`config.mk`:
```
export PLATFORM = sky130hd
export DESIGN_NAME = stream_arb_mux
export DESIGN_NICKNAME = d
export VERILOG_FILES = /design/src/rtl/stream_arb_mux.sv
export SDC_FILE = /design/constraint.sdc
export NUM_CORES = 1
export LEC_CHECK = 0
export ABC_AREA = 1
export CELL_PAD_IN_SITES_DETAIL_PLACEMENT = 1
export CELL_PAD_IN_SITES_GLOBAL_PLACEMENT = 1
export CORE_MARGIN = 10
export CORE_UTILIZATION = 23
export DETAILED_ROUTE_END_ITERATION = 16
export PLACE_DENSITY_LB_ADDON = 0.2
export REMOVE_ABC_BUFFERS = 1
export SKIP_LAST_GASP = 1
export SLEW_MARGIN = 15
export SYNTH_ARGS = -nofsm -noshare
export SYNTH_HDL_FRONTEND = slang
export SYNTH_SLANG_ARGS = --single-unit
```
`constraint.sdc`:
```
create_clock -name Clk -period 1.8 [get_ports Clk]
set_input_delay 0.36 -clock Clk [delete_from_list [all_inputs] [get_ports Clk]]
set_output_delay 0.36 -clock Clk [all_outputs]
set_load 0.05 [all_outputs]
```
`src/rtl/stream_arb_mux.sv`:
```
// stream_arb_mux
//   N-channel stream multiplexer with a one-entry registered output.
//   A grant is chosen combinationally from the current inputs in one of
//   three modes: fixed select, fixed priority (lowest index wins) or
//   round-robin. The granted word is captured into the output register.
//
// Handshake:
//   A word moves on any interface only in a cycle where its valid and
//   ready are both high at the rising edge of Clk. A producer keeps
//   valid and data stable until that happens. Ready may depend on valid.
//   The output register accepts a new word when it is empty or is being
//   drained in the same cycle.
//
// Ports:
//   Clk       rising-edge clock
//   Rst       synchronous active-high reset
//   InData    NCH packed channels, channel i at [i*WIDTH +: WIDTH]
//   InValid   per-channel valid
//   InReady   per-channel accept, at most one bit high per cycle
//   Mode      00 fixed select, 01 fixed priority, 10 round-robin,
//             11 reserved (never grants)
//   Sel       channel index used in fixed-select mode
//   OutData   registered output word
//   OutValid  OutData holds a word
//   OutReady  consumer takes OutData this cycle
//   OutChan   index of the channel that supplied OutData

module stream_arb_mux #(
    parameter int WIDTH = 8,
    parameter int NCH   = 4,
    localparam int SELW = $clog2(NCH)
) (
    input  logic                   Clk,
    input  logic                   Rst,
    input  logic [NCH*WIDTH-1:0]   InData,
    input  logic [NCH-1:0]         InValid,
    output logic [NCH-1:0]         InReady,
    input  logic [1:0]             Mode,
    input  logic [SELW-1:0]        Sel,
    output logic [WIDTH-1:0]       OutData,
    output logic                   OutValid,
    input  logic                   OutReady,
    output logic [SELW-1:0]        OutChan
);

    typedef enum logic [1:0] {
        MODE_SEL  = 2'b00,
        MODE_PRIO = 2'b01,
        MODE_RR   = 2'b10,
        MODE_RSVD = 2'b11
    } mode_e;

    mode_e            mode;
    logic             load;
    logic             grant_valid;
    logic [SELW-1:0]  grant;
    logic [WIDTH-1:0] grant_data;
    logic             transfer;

    // Round-robin pointer: last channel granted in round-robin mode.
    // The search for the next grant starts one past it.
    logic [SELW-1:0]  ptr;

    assign mode = mode_e'(Mode);
    assign load = !OutValid || OutReady;

    // Grant selection. Only valid channels are ever granted, so a grant
    // together with load is always a real transfer.
    always_comb begin
        logic [SELW:0]   rr_sum;
        logic [SELW-1:0] rr_idx;
        grant_valid = 1'b0;
        grant       = '0;
        rr_sum      = '0;
        rr_idx      = '0;
        case (mode)
            MODE_SEL: begin
                // Comparing Sel against every real index means Sel >= NCH
                // simply never matches.
                for (int i = 0; i < NCH; i++) begin
                    if (Sel == SELW'(i) && InValid[i]) begin
                        grant_valid = 1'b1;
                        grant       = SELW'(i);
                    end
                end
            end
            MODE_PRIO: begin
                // Walk downward so the lowest valid index is written last.
                for (int i = NCH - 1; i >= 0; i--) begin
                    if (InValid[i]) begin
                        grant_valid = 1'b1;
                        grant       = SELW'(i);
                    end
                end
            end
            MODE_RR: begin
                // Candidates ptr+1 .. ptr+NCH modulo NCH. One extra bit in
                // rr_sum holds ptr+k before the wrap (max 2*NCH-1).
                for (int k = 1; k <= NCH; k++) begin
                    rr_sum = {1'b0, ptr} + (SELW+1)'(k);
                    if (rr_sum >= (SELW+1)'(NCH)) begin
                        rr_sum = rr_sum - (SELW+1)'(NCH);
                    end
                    rr_idx = rr_sum[SELW-1:0];
                    if (!grant_valid && InValid[rr_idx]) begin
                        grant_valid = 1'b1;
                        grant       = rr_idx;
                    end
                end
            end
            default: begin
                grant_valid = 1'b0;
            end
        endcase
    end

    // Data of the granted channel.
    always_comb begin
        grant_data = '0;
        for (int i = 0; i < NCH; i++) begin
            if (grant == SELW'(i)) begin
                grant_data = InData[i*WIDTH +: WIDTH];
            end
        end
    end

    // Nothing is accepted while in reset: a word taken then would be lost.
    assign transfer = !Rst && load && grant_valid;

    always_comb begin
        InReady = '0;
        for (int i = 0; i < NCH; i++) begin
            InReady[i] = transfer && (grant == SELW'(i));
        end
    end

    always_ff @(posedge Clk) begin
        if (Rst) begin
            OutValid <= 1'b0;
            OutData  <= '0;
            OutChan  <= '0;
            ptr      <= SELW'(NCH - 1);
        end else if (transfer) begin
            // Covers both loading an empty register and drain+reload.
            OutValid <= 1'b1;
            OutData  <= grant_data;
            OutChan  <= grant;
            if (mode == MODE_RR) begin
                ptr <= grant;
            end
        end else if (OutReady) begin
            // Drained with nothing to replace it; data/chan keep last values.
            OutValid <= 1'b0;
        end
    end

endmodule

```
# --- After elaboration in Yosys (flattened, before gate mapping) ---
# Cells that the tools add are included.
# W data, S select, Z words.
op_classes:
  addsub: 8
  multipliers: 0
  n_div: 0
  order_cmp: 8
  eq_ne: 8
  n_shift: 0
  n_mux: 50
  bitwise_logic: 0
  n_reduce_logical: 24
op_table:
  columns: ["op", "n"]
  rows:
  - ["$mux W2", 18]
  - ["$mux W8", 4]
  - ["$mux W1", 22]
  - ["$logic_and A1 B1 Y1", 13]
  - ["$ge A3 B3 Y1 const B", 4]
  - ["$lt A2 B3 Y1 const B", 4]
  - ["$eq A2 B2 Y1 const B", 5]
  - ["$bmux W1 S2", 4]
  - ["$sub A2 B1 Y2 const B", 4]
  - ["$add A2 B2 Y3 const B", 2]
  - ["$eq A2 B1 Y1 const B", 3]
  - ["$logic_not A2 Y1", 3]
  - ["$pmux W2 S3", 1]
  - ["$logic_not A1 Y1", 5]
  - ["$add A2 B1 Y3 const B", 1]
  - ["$add A2 B3 Y3 const B", 1]
  - ["$pmux W1 S3", 1]
  - ["$reduce_and A2 Y1", 1]
  - ["$reduce_bool A2 Y1", 1]
  - ["$logic_or A1 B1 Y1", 1]
totals:
  register_bits: 13
  latch_bits: 0
  ramBits: 0
  romBits: 0
  elab_cells: 102
  mem_count: 0

# --- Longest topological paths before layout ---
# Gate-level depths: netlist of run 1.
logic_depth:
  depth_word: 25
  ltp_mapped: 16
  mapped_depth_nobuf: 15

# --- Worst setup path after synthesis of run 1 ---
# Ideal clock, no wire load.
synth_timing:
  kind: "flip-flop to output port"
  start: "register ptr[0]"
  end: "output port InReady[0]"
  t_arrival_ns: 2.345
  slack_ns: -0.905
  stages_incl_launch_ff: 13
  n_path_buf: 2
  cell_sequence: "dfxtp_1 buf_6 inv_2 nand2_1 nand2_1 nand2_1 nand2_1 nand3_2 nand2_2 a21oi_4 inv_2 buf_6 nor3_1"
synth_between:
  elab_chain_len: 22
  elab_cells_between_ends: 50
  classes_between: "8 x add/sub; 4 x order compare; 29 x mux; 9 x reduce/logical"
synth_lines:
  columns: ["item", "line_no", "rtl"]
  rows:
  - ["start, declared", "62", "logic [SELW-1:0] ptr;"]
  - ["start signal, assigned", "142", "ptr <= SELW'(NCH - 1);"]
  - ["start signal, assigned", "149", "ptr <= grant;"]
  - ["$add A2 B1 Y3", "100", "rr_sum = {1'b0, ptr} + (SELW+1)'(k);"]
  - ["$ge A3 B3 Y1 / $sub A2 B1 Y2 (equally long branches)", "101, 102", null]
  - ["$mux W2", "101", "if (rr_sum >= (SELW+1)'(NCH)) begin"]
  - ["$mux W2", "76", "case (mode)"]
  - ["$bmux W1 S2", "105", "if (!grant_valid && InValid[rr_idx]) begin"]
  - ["$mux W1 (implied by the code)", "105", null]
  - ["$mux W1", "105", null]
  - ["$mux W1", "76", null]
  - ["[6 not listed]", null, null]
  - ["$mux W1", "105", null]
  - ["$mux W1", "76", null]
  - ["$logic_not A1 Y1", "105", null]
  - ["$logic_and A1 B1 Y1", "105", null]
  - ["$mux W2 / $mux W1 (equally long branches)", "105", null]
  - ["$pmux W2 S3 / $pmux W1 S3 (equally long branches)", "76", null]
  - ["$logic_not A2 Y1 / $logic_and A1 B1 Y1 (equally long branches)", "133, 128", null]
  - ["$logic_and A1 B1 Y1 *", "133", "InReady[i] = transfer && (grant == SELW'(i));"]
  - ["end, declared", "37", "output logic [NCH-1:0] InReady,"]
# Mark *: on every way between the ends. The rest lies on a longest branch, timed or not. The select of a mux whose other input is x is not followed.

# --- Final worst setup path of run 1 ---
# Ends and elaborated chain as after synthesis.

==> qor.log, run 1 <==
INFO  place          place.port_buffers=57
INFO  timing         worst-slew-pin-transition=257.9ps
INFO  layout         diodes=0
INFO  clocking       clockBufferDepth=2
INFO  logic_synthesis synth-seq-area-share=22.61%
INFO  logic_synthesis avgSynthCellArea=5.814µm²
INFO  critical_path  critical_path_class=register to output pin
INFO  logic_synthesis yosys_warn_count=0
INFO  grt            number_of_antenna_violations_at_the_first_check_in_global_routing=0
INFO  timing         fin_hold_ws=461.3ps
INFO  die            floorplan.die.height=90.75µm
INFO  clocking       clkTransAtPathRegs=60ps
INFO  critical_path  reg2reg_setup_slack=-260ps
INFO  routing        wl_per_cell=13.94µm
INFO  critical_path  critical_path.cell_chain=buf_6 -> nand2_2 -> nand2_2 -> nand2_1 -> nand2_1 -> nand3_2 -> nand2_2 -> a21oi_4 -> inv_4 -> nor3_4 -> buf_6 -> buf_12
INFO  job            drv.max_cap_violation_count=0
INFO  logic_synthesis post_synthesis_compound_gate_area_fraction=11.96%
INFO  timing         finalWorstPathRequiredPeriod=2234ps
INFO  routing        drt_pass1_iterations=3
INFO  logic_synthesis largest_family_of_logic_cells_by_synthesized_area=simple AND/OR/NAND/NOR gates
INFO  routing        vias=1593
INFO  logic_synthesis ys_ff_latch=13
INFO  critical_path  timing.critical_path.fanout_max=4
INFO  layout         fill_cells=628
INFO  die            fp.dieArea=8235µm²
INFO  layout         final_layout_size_suffix_gt1_share=38.25%
INFO  clocking       cts_inserted_buffers=3
INFO  routing        drc_errors=0
INFO  place          dp_hpwl=3.890mm
INFO  outcome        violations=setup timing
INFO  pwr            vdd_ir_drop_max=0.0003101V
INFO  pwr            power.total=1.282mW
INFO  critical_path  reg2regPathDepth=16
INFO  place          gp_congestion=0.8128
INFO  logic_synthesis yosys-top-cells-area=sky130_fd_sc_hd__dfxtp_1 (23%), sky130_fd_sc_hd__nand2_1 (22%), sky130_fd_sc_hd__nand3_1 (11%), sky130_fd_sc_hd__nor2_1 (8.2%), sky130_fd_sc_hd__a21oi_1 (5.7%)
INFO  timing         final_min_period_over_clock_period=124.1%
INFO  pwr            power-per-cell-area=575.2nW/µm²
INFO  pwr            cellLeakagePower=1.013nW
INFO  timing         fin_worst_skew=1.896ps
INFO  layout         area_delta_synth_final=93.59%
INFO  critical_path  worst_path_max_delay_cell=sky130_fd_sc_hd__dfxtp_4
INFO  layout         nets=329
INFO  layout         final_cell_count_no_fill=352
INFO  grt            wire_length_of_the_first_global_routing_pass=7.790mm
INFO  logic_synthesis synth-xor-area-share=0%
INFO  logic_synthesis synth.top_cell.area_share=22.61%
INFO  logic_synthesis synthAdderAreaFrac=0%
INFO  logic_synthesis post_synth_mux_area_share=0%
INFO  critical_path  required=1440ps
INFO  grt            grt_overflow_total=0
INFO  die            die_width=90.75µm
INFO  worst_hold_path min-delay-path-class=register to register
INFO  die            rows=25
INFO  die            fp.coreArea=4786µm²
INFO  die            io_pins=58
INFO  worst_hold_path hold_path_depth=2
INFO  grt            global_routing_usage_summed_across_all_routing_layers=11.15%
INFO  critical_path  r2r_start=ptr[0]$_SDFFE_PP1P_
INFO  worst_hold_path holdCritStartpoint=OutChan[0]$_SDFFE_PP0N_
INFO  clocking       worst_skew_pair.late_latency=250ps
INFO  critical_path  timing.rr.end=OutData[0]$_SDFFE_PP0N_
INFO  logic_synthesis synthesized_area_fraction_occupied_by_and_or_nand_nor_cells=54.13%
INFO  timing         final-hold-violation-count=0
INFO  place          detailed_place.area=1891µm²
INFO  timing         worst_slack=-434.2ps
INFO  clocking       cts_root_buf=sky130_fd_sc_hd__clkbuf_8
INFO  logic_synthesis synth.lib_cells_used.distinct=22
INFO  clocking       holdBufCountCts=0
INFO  clocking       clock_tree_from_tritoncts=yes
INFO  grt            vias_in_the_first_global_route=1651
INFO  critical_path  worst_path_most_repeated_cell=sky130_fd_sc_hd__nand2_2
INFO  logic_synthesis synth.largest_area_cell=sky130_fd_sc_hd__dfxtp_1
INFO  place          numPlacedInstances=340
INFO  timing         unrepaired_setup_endpoints_after_global_routing=true
INFO  routing        drtIter0Drc=34
INFO  critical_path  worst_path_largest_cell_delay=370ps
INFO  routing        drt-vias-per-instance=4.526
INFO  clocking       tritoncts_num_sinks=13
INFO  worst_hold_path timing.hold.worst_endpoint=OutChan[0]$_SDFFE_PP0N_
INFO  routing        final_antenna_net_count=0
INFO  timing         fmax=0.4476GHz
INFO  logic_synthesis syn-instance-count=198
INFO  die            initial_utilization=24.05%
INFO  outcome        outcome=finished, violations left
INFO  timing         report.final.slew_viol_count=0
INFO  clocking       cts_htree_levels=1
INFO  critical_path  critical_path.startpoint_type=register
INFO  timing         setup_violations=13
INFO  timing         timing.slew.headroom=82.77%
INFO  critical_path  critical_path.endpoint_type=output pin
INFO  logic_synthesis post_synth_instance_area=1151µm²
INFO  grt            grt_start_max_net_pins=17
INFO  layout         finalInstanceArea=2228µm²
INFO  routing        routed_wl=4.908mm
INFO  place          dp_slack=-654.5ps
INFO  critical_path  worst_ep_arrival_time=1870ps
-- layer usage --
layer / global-route usage (%) / vias to the layer above / wire, µm
li1: - / 816 / -
met1: 12.11 / 739 / 2015
met2: 20.13 / 34 / 2567
met3: 3.491 / 4 / 276
met4: 3.183 / 0 / 49
met5: 0 / - / 0
-- cells by family after synthesis --
family,Yosys count
buffers and inverters,22
flip-flops,13
AO/OA/AOI/OAI,24
AND/OR/NAND/NOR,139
-- state kept, by name, summed over array words and instances (netlist names) --
name and count:
ptr 2, OutData 8, OutChan 2, OutValid 1
-- cell usage after synthesis --
| cell type | n |
|---|---|
| sky130_fd_sc_hd__nor2_1 | 25 |
| sky130_fd_sc_hd__nand2_2 | 5 |
| sky130_fd_sc_hd__inv_1 | 12 |
| sky130_fd_sc_hd__o21ai_0 | 8 |
| sky130_fd_sc_hd__clkinv_1 | 1 |
| sky130_fd_sc_hd__nand3b_1 | 2 |
| sky130_fd_sc_hd__nand4_1 | 2 |
| sky130_fd_sc_hd__a21oi_1 | 13 |
| sky130_fd_sc_hd__dfxtp_1 | 13 |
| sky130_fd_sc_hd__nand3_2 | 1 |
| sky130_fd_sc_hd__nor2_4 | 1 |
| sky130_fd_sc_hd__inv_2 | 3 |
| sky130_fd_sc_hd__clkbuf_8 | 1 |
| sky130_fd_sc_hd__nor3b_1 | 4 |
| sky130_fd_sc_hd__a21oi_4 | 1 |
| sky130_fd_sc_hd__o21bai_1 | 1 |
| sky130_fd_sc_hd__nand2_4 | 1 |
| sky130_fd_sc_hd__nand3_1 | 26 |
| sky130_fd_sc_hd__a21oi_2 | 1 |
| sky130_fd_sc_hd__nor3_1 | 6 |
| sky130_fd_sc_hd__buf_6 | 5 |
| sky130_fd_sc_hd__nand2_1 | 66 |
-- where the power goes --
group	internal, mW	total (mW)	leakage, nW	switching (mW)
combinational	0.289	0.672	0.884	0.383
sequential	0.320	0.338	0.107	0.0185
clock	0.157	0.271	0.0228	0.114
total	0.766	1.28	1.01	0.516
-- critical path, delay by kind of cell (launching register included) --
kind | cells | cell delay (ps)
flops | 1 | 370
compound gates | 1 | 150
buf+inv | 4 | 450
simple gates | 7 | 660
-- per-stage QoR --
stage	utilization (%)	TNS, ps
6_report	46.56	-3335
5_1_grt	46.56	-5221
4_1_cts	42.98	-2408
3_5_place_dp	39.50	-8568
3_3_place_gp	39.50	-8776
2_1_floorplan	-	-2827
-- cell type report --
| cell class | count | area, µm² | share of cell area (%) |
|---|---|---|---|
| Inverter | 16 | 66.31 | 2.976 |
| Multi-Input combinational cell | 163 | 939.7 | 42.17 |
| Tap cell | 67 | 83.83 | 3.762 |
| Sequential cell | 13 | 265.3 | 11.90 |
| Clock buffer | 4 | 45.04 | 2.021 |
| Timing Repair Buffer | 89 | 828.3 | 37.17 |
-- layout by cell type, fill, tap and decap left out, drive strengths merged --
cell,n
nand2,72
buf,47
clkdlybuf4s50,34
nand3,27
nor2,26
inv,15
a21oi,15
dfxtp,13
o21ai,8
dlygate4sd2,6
nor3,6
nor3b,4
clkbuf,4
nand4,2
nand3b,2
clkdlybuf4s15,2
clkinv,1
o21bai,1
-- worst max-delay path by stage --
stage,from,to,cells past startpoint
after floorplan,ptr[0]$_SDFFE_PP1P_,InReady[0],10
after global placement,InValid[2],InReady[0],10
after detailed placement,InValid[3],InReady[3],10
after CTS,ptr[0]$_SDFFE_PP1P_,InReady[0],13
after global routing,ptr[0]$_SDFFE_PP1P_,InReady[0],12
final,ptr[0]$_SDFFE_PP1P_,InReady[0],12
-- timing repair --
action,CTS,global route
cloned,0,0
buffers inserted,5,4
setup endpoints to repair,16,14
resized for setup,46,41
pin swaps,12,23
Note: power is estimated with default switching activity, not from simulation.
==> inputs of run 2 (changes only) <==
--- a/config.mk
+++ b/config.mk
@@ -11,10 +11,11 @@
 export CORE_MARGIN = 10
 export CORE_UTILIZATION = 23
 export DETAILED_ROUTE_END_ITERATION = 16
+export GPL_TIMING_DRIVEN = 0
 export PLACE_DENSITY_LB_ADDON = 0.2
 export REMOVE_ABC_BUFFERS = 1
-export SKIP_LAST_GASP = 1
 export SLEW_MARGIN = 15
 export SYNTH_ARGS = -nofsm -noshare
 export SYNTH_HDL_FRONTEND = slang
 export SYNTH_SLANG_ARGS = --single-unit
+export TNS_END_PERCENT = 1
==> run 2 against run 1 <==
Compared with the run above:
- the run still ends with setup timing left
- die area is the same
- global-route usage shrank 0.18 points
- non-clock buffer count shrank 15
- final area shrank 5.7%
- clock skew is essentially flat
==> qor.log, run 2 (synthesized netlist as in run 1, its figures left out) <==
INFO  outcome        outcome=finished, violations left
INFO  outcome        violations=setup timing
INFO  routing        final_antenna_net_count=0
INFO  layout         final_layout_size_suffix_gt1_share=27.31%
INFO  timing         fin_worst_skew=2.288ps
INFO  critical_path  setup.worst_path.end=InReady[2]
INFO  critical_path  reg2reg_setup_slack=-90ps
INFO  critical_path  startpoint=Rst
INFO  die            initial_utilization=24.05%
INFO  job            drv.max_cap_violation_count=0
INFO  grt            grt_start_max_net_pins=17
INFO  place          place.port_buffers=57
INFO  timing         finalWorstPathRequiredPeriod=2129ps
INFO  routing        drt_pass1_iterations=4
INFO  clocking       clock_tree_from_tritoncts=yes
INFO  layout         fill_cells=615
INFO  critical_path  r2r_start=ptr[0]$_SDFFE_PP1P_
INFO  routing        drt-vias-per-instance=4.467
INFO  critical_path  worst_ep_arrival_time=1770ps
INFO  clocking       cts_inserted_buffers=3
INFO  routing        routed_wl=4.782mm
INFO  worst_hold_path hold_path_depth=2
INFO  pwr            vdd_ir_drop_max=0.0002731V
INFO  die            rows=25
INFO  timing         setup_violations=12
INFO  routing        vias=1510
INFO  place          dp_hpwl=3.504mm
INFO  timing         final_min_period_over_clock_period=118.3%
INFO  worst_hold_path min-delay-path-class=register to register
INFO  die            io_pins=58
INFO  timing         worst_slack=-328.7ps
INFO  critical_path  critical_path.endpoint_type=output pin
INFO  clocking       cts_htree_levels=1
INFO  critical_path  critical_path.cell_chain=clkdlybuf4s50_1 -> inv_2 -> nand3_4 -> clkinv_4 -> nand2_1 -> nor2_1 -> buf_6
INFO  routing        drtIter0Drc=29
INFO  critical_path  critical_path_class=primary input to output pin
INFO  die            fp.dieArea=8235µm²
INFO  routing        wl_per_cell=14.15µm
INFO  timing         unrepaired_setup_endpoints_after_global_routing=true
INFO  layout         max_ffs_per_register=8
INFO  timing         fin_setup_tns=-1922ps
INFO  grt            number_of_antenna_violations_at_the_first_check_in_global_routing=0
INFO  grt            grt_overflow_total=0
INFO  critical_path  timing.critical_path.fanout_max=8
INFO  die            die_width=90.75µm
INFO  layout         final_cell_mix=sky130_fd_sc_hd__nand2_1 (51), sky130_fd_sc_hd__clkdlybuf4s50_1 (38), sky130_fd_sc_hd__nand3_1 (24)
INFO  clocking       tritoncts_num_sinks=13
INFO  grt            wire_length_of_the_first_global_routing_pass=7.583mm
INFO  critical_path  critical_path_buf_inv_count=4
INFO  grt            global_routing_usage_summed_across_all_routing_layers=10.97%
INFO  clocking       clockBufferDepth=2
INFO  layout         leading_cell_type_in_the_layout_fill_and_taps_excluded=sky130_fd_sc_hd__nand2_1
INFO  critical_path  timing.rr.end=OutData[3]$_SDFFE_PP0N_
INFO  critical_path  required=1440ps
INFO  clocking       cts_root_buf=sky130_fd_sc_hd__clkbuf_8
INFO  timing         timing.slew.headroom=63.62%
INFO  place          gp_congestion=0.7850
INFO  critical_path  reg2regPathDepth=15
INFO  timing         worst-slew-pin-transition=544.8ps
INFO  clocking       worst_skew_pair.late_latency=240ps
INFO  layout         diodes=0
INFO  layout         finalCoreUtilization=43.90%
INFO  clocking       holdBufCountCts=0
INFO  layout         final_cell_count_no_fill=338
INFO  timing         final-hold-violation-count=0
INFO  die            fp.coreArea=4786µm²
INFO  pwr            cellLeakagePower=1.015nW
INFO  pwr            power-per-cell-area=590.3nW/µm²
INFO  critical_path  worst_path_largest_cell_delay=560ps
INFO  critical_path  worst_path_dominant_cell_family=buffers and inverters
INFO  layout         nets=315
INFO  critical_path  crit_cells=7
INFO  clocking       clkTransAtPathRegs=60ps
INFO  pwr            power.total=1.240mW
INFO  grt            vias_in_the_first_global_route=1536
INFO  routing        drc_errors=0
INFO  timing         report.final.slew_viol_count=0
INFO  die            floorplan.die.height=90.75µm
INFO  timing         fmax=0.4698GHz
INFO  layout         layout_top_registers=OutData (8), OutChan (2), ptr (2)
INFO  layout         area_delta_synth_final=82.50%
INFO  layout         registers.top_by_ff_count=OutData
INFO  place          numPlacedInstances=316
INFO  critical_path  critical_path.startpoint_type=primary input
INFO  critical_path  worst_path_max_delay_cell=sky130_fd_sc_hd__clkdlybuf4s50_1
run 2: changes by cell type in the layout (fill, tap and decap cells not counted), moves of 3 or more:
| cell | previous run | this run |
|---|---|---|
| sky130_fd_sc_hd__clkdlybuf4s50_1 | 34 | 38 |
| sky130_fd_sc_hd__buf_4 | 38 | 15 |
| sky130_fd_sc_hd__nand2_2 | 19 | 16 |
| sky130_fd_sc_hd__dlymetal6s2s_1 | 0 | 7 |
| sky130_fd_sc_hd__nand2_1 | 47 | 51 |
| sky130_fd_sc_hd__nand3_1 | 21 | 24 |
| sky130_fd_sc_hd__nor2_2 | 5 | 1 |
| sky130_fd_sc_hd__clkbuf_2 | 0 | 3 |
| sky130_fd_sc_hd__nor2_1 | 15 | 21 |
| sky130_fd_sc_hd__nand3_2 | 6 | 2 |
run 2: worst min-delay path by stage:
stage	startpoint	endpoint	slack (ps)
3_5_place_dp	OutChan[1]$_SDFFE_PP0N_	OutChan[1]$_SDFFE_PP0N_	470
5_1_grt	OutChan[1]$_SDFFE_PP0N_	OutChan[1]$_SDFFE_PP0N_	500
3_3_place_gp	OutChan[0]$_SDFFE_PP0N_	OutChan[0]$_SDFFE_PP0N_	450
4_1_cts	OutChan[1]$_SDFFE_PP0N_	OutChan[1]$_SDFFE_PP0N_	480
2_1_floorplan	Rst	OutData[1]$_SDFFE_PP0N_	420
6_report	OutChan[1]$_SDFFE_PP0N_	OutChan[1]$_SDFFE_PP0N_	470
run 2: what timing repair did:
action | CTS | global route
setup buffers | 16 | 1
resized for setup | 83 | 27
pin swaps | 17 | 13
endpoints found under the hold margin | 0 | 0
setup endpoints to repair | 16 | 21
gates cloned | 1 | 0
run 2: power by group:
group | internal, mW | total (mW) | switching (mW)
registers | 0.319 | 0.339 | 0.0201
logic | 0.259 | 0.630 | 0.371
clock network | 0.157 | 0.271 | 0.114
run 2: cell type report:
type,instances,area [µm²],area share (%)
well taps,67,83.83,3.990
clock buffers,4,45.04,2.144
flip-flops and latches,13,267.8,12.75
multi-input cells,164,912.1,43.42
inverters,16,80.08,3.812
repair buffers,74,711.9,33.89
run 2: per-layer routing:
layer	vias up	global-route usage (%)	wire, µm
met2	38	19.83	2397
met3	4	3.242	305
met4	0	2.785	41
met5	-	0	0
li1	796	-	-
met1	672	12.11	2037
run 2: worst min-delay path: stages, from the launching register on:
cell and delay (ps):
sky130_fd_sc_hd__dfxtp_1 310, sky130_fd_sc_hd__nand2_1 60, sky130_fd_sc_hd__a21oi_1 50
run 2: stage by stage:
stage          area (µm²)  worst slack [ps]  hold slack [ps]
3_3_place_gp         1735             -1809            453.7
2_1_floorplan        1081             -1027            422.4
4_1_cts              2033            -373.1            475.1
5_1_grt              2101            -459.7            502.0
3_5_place_dp         1735             -1811            467.6
6_report             2101            -328.7            473.9
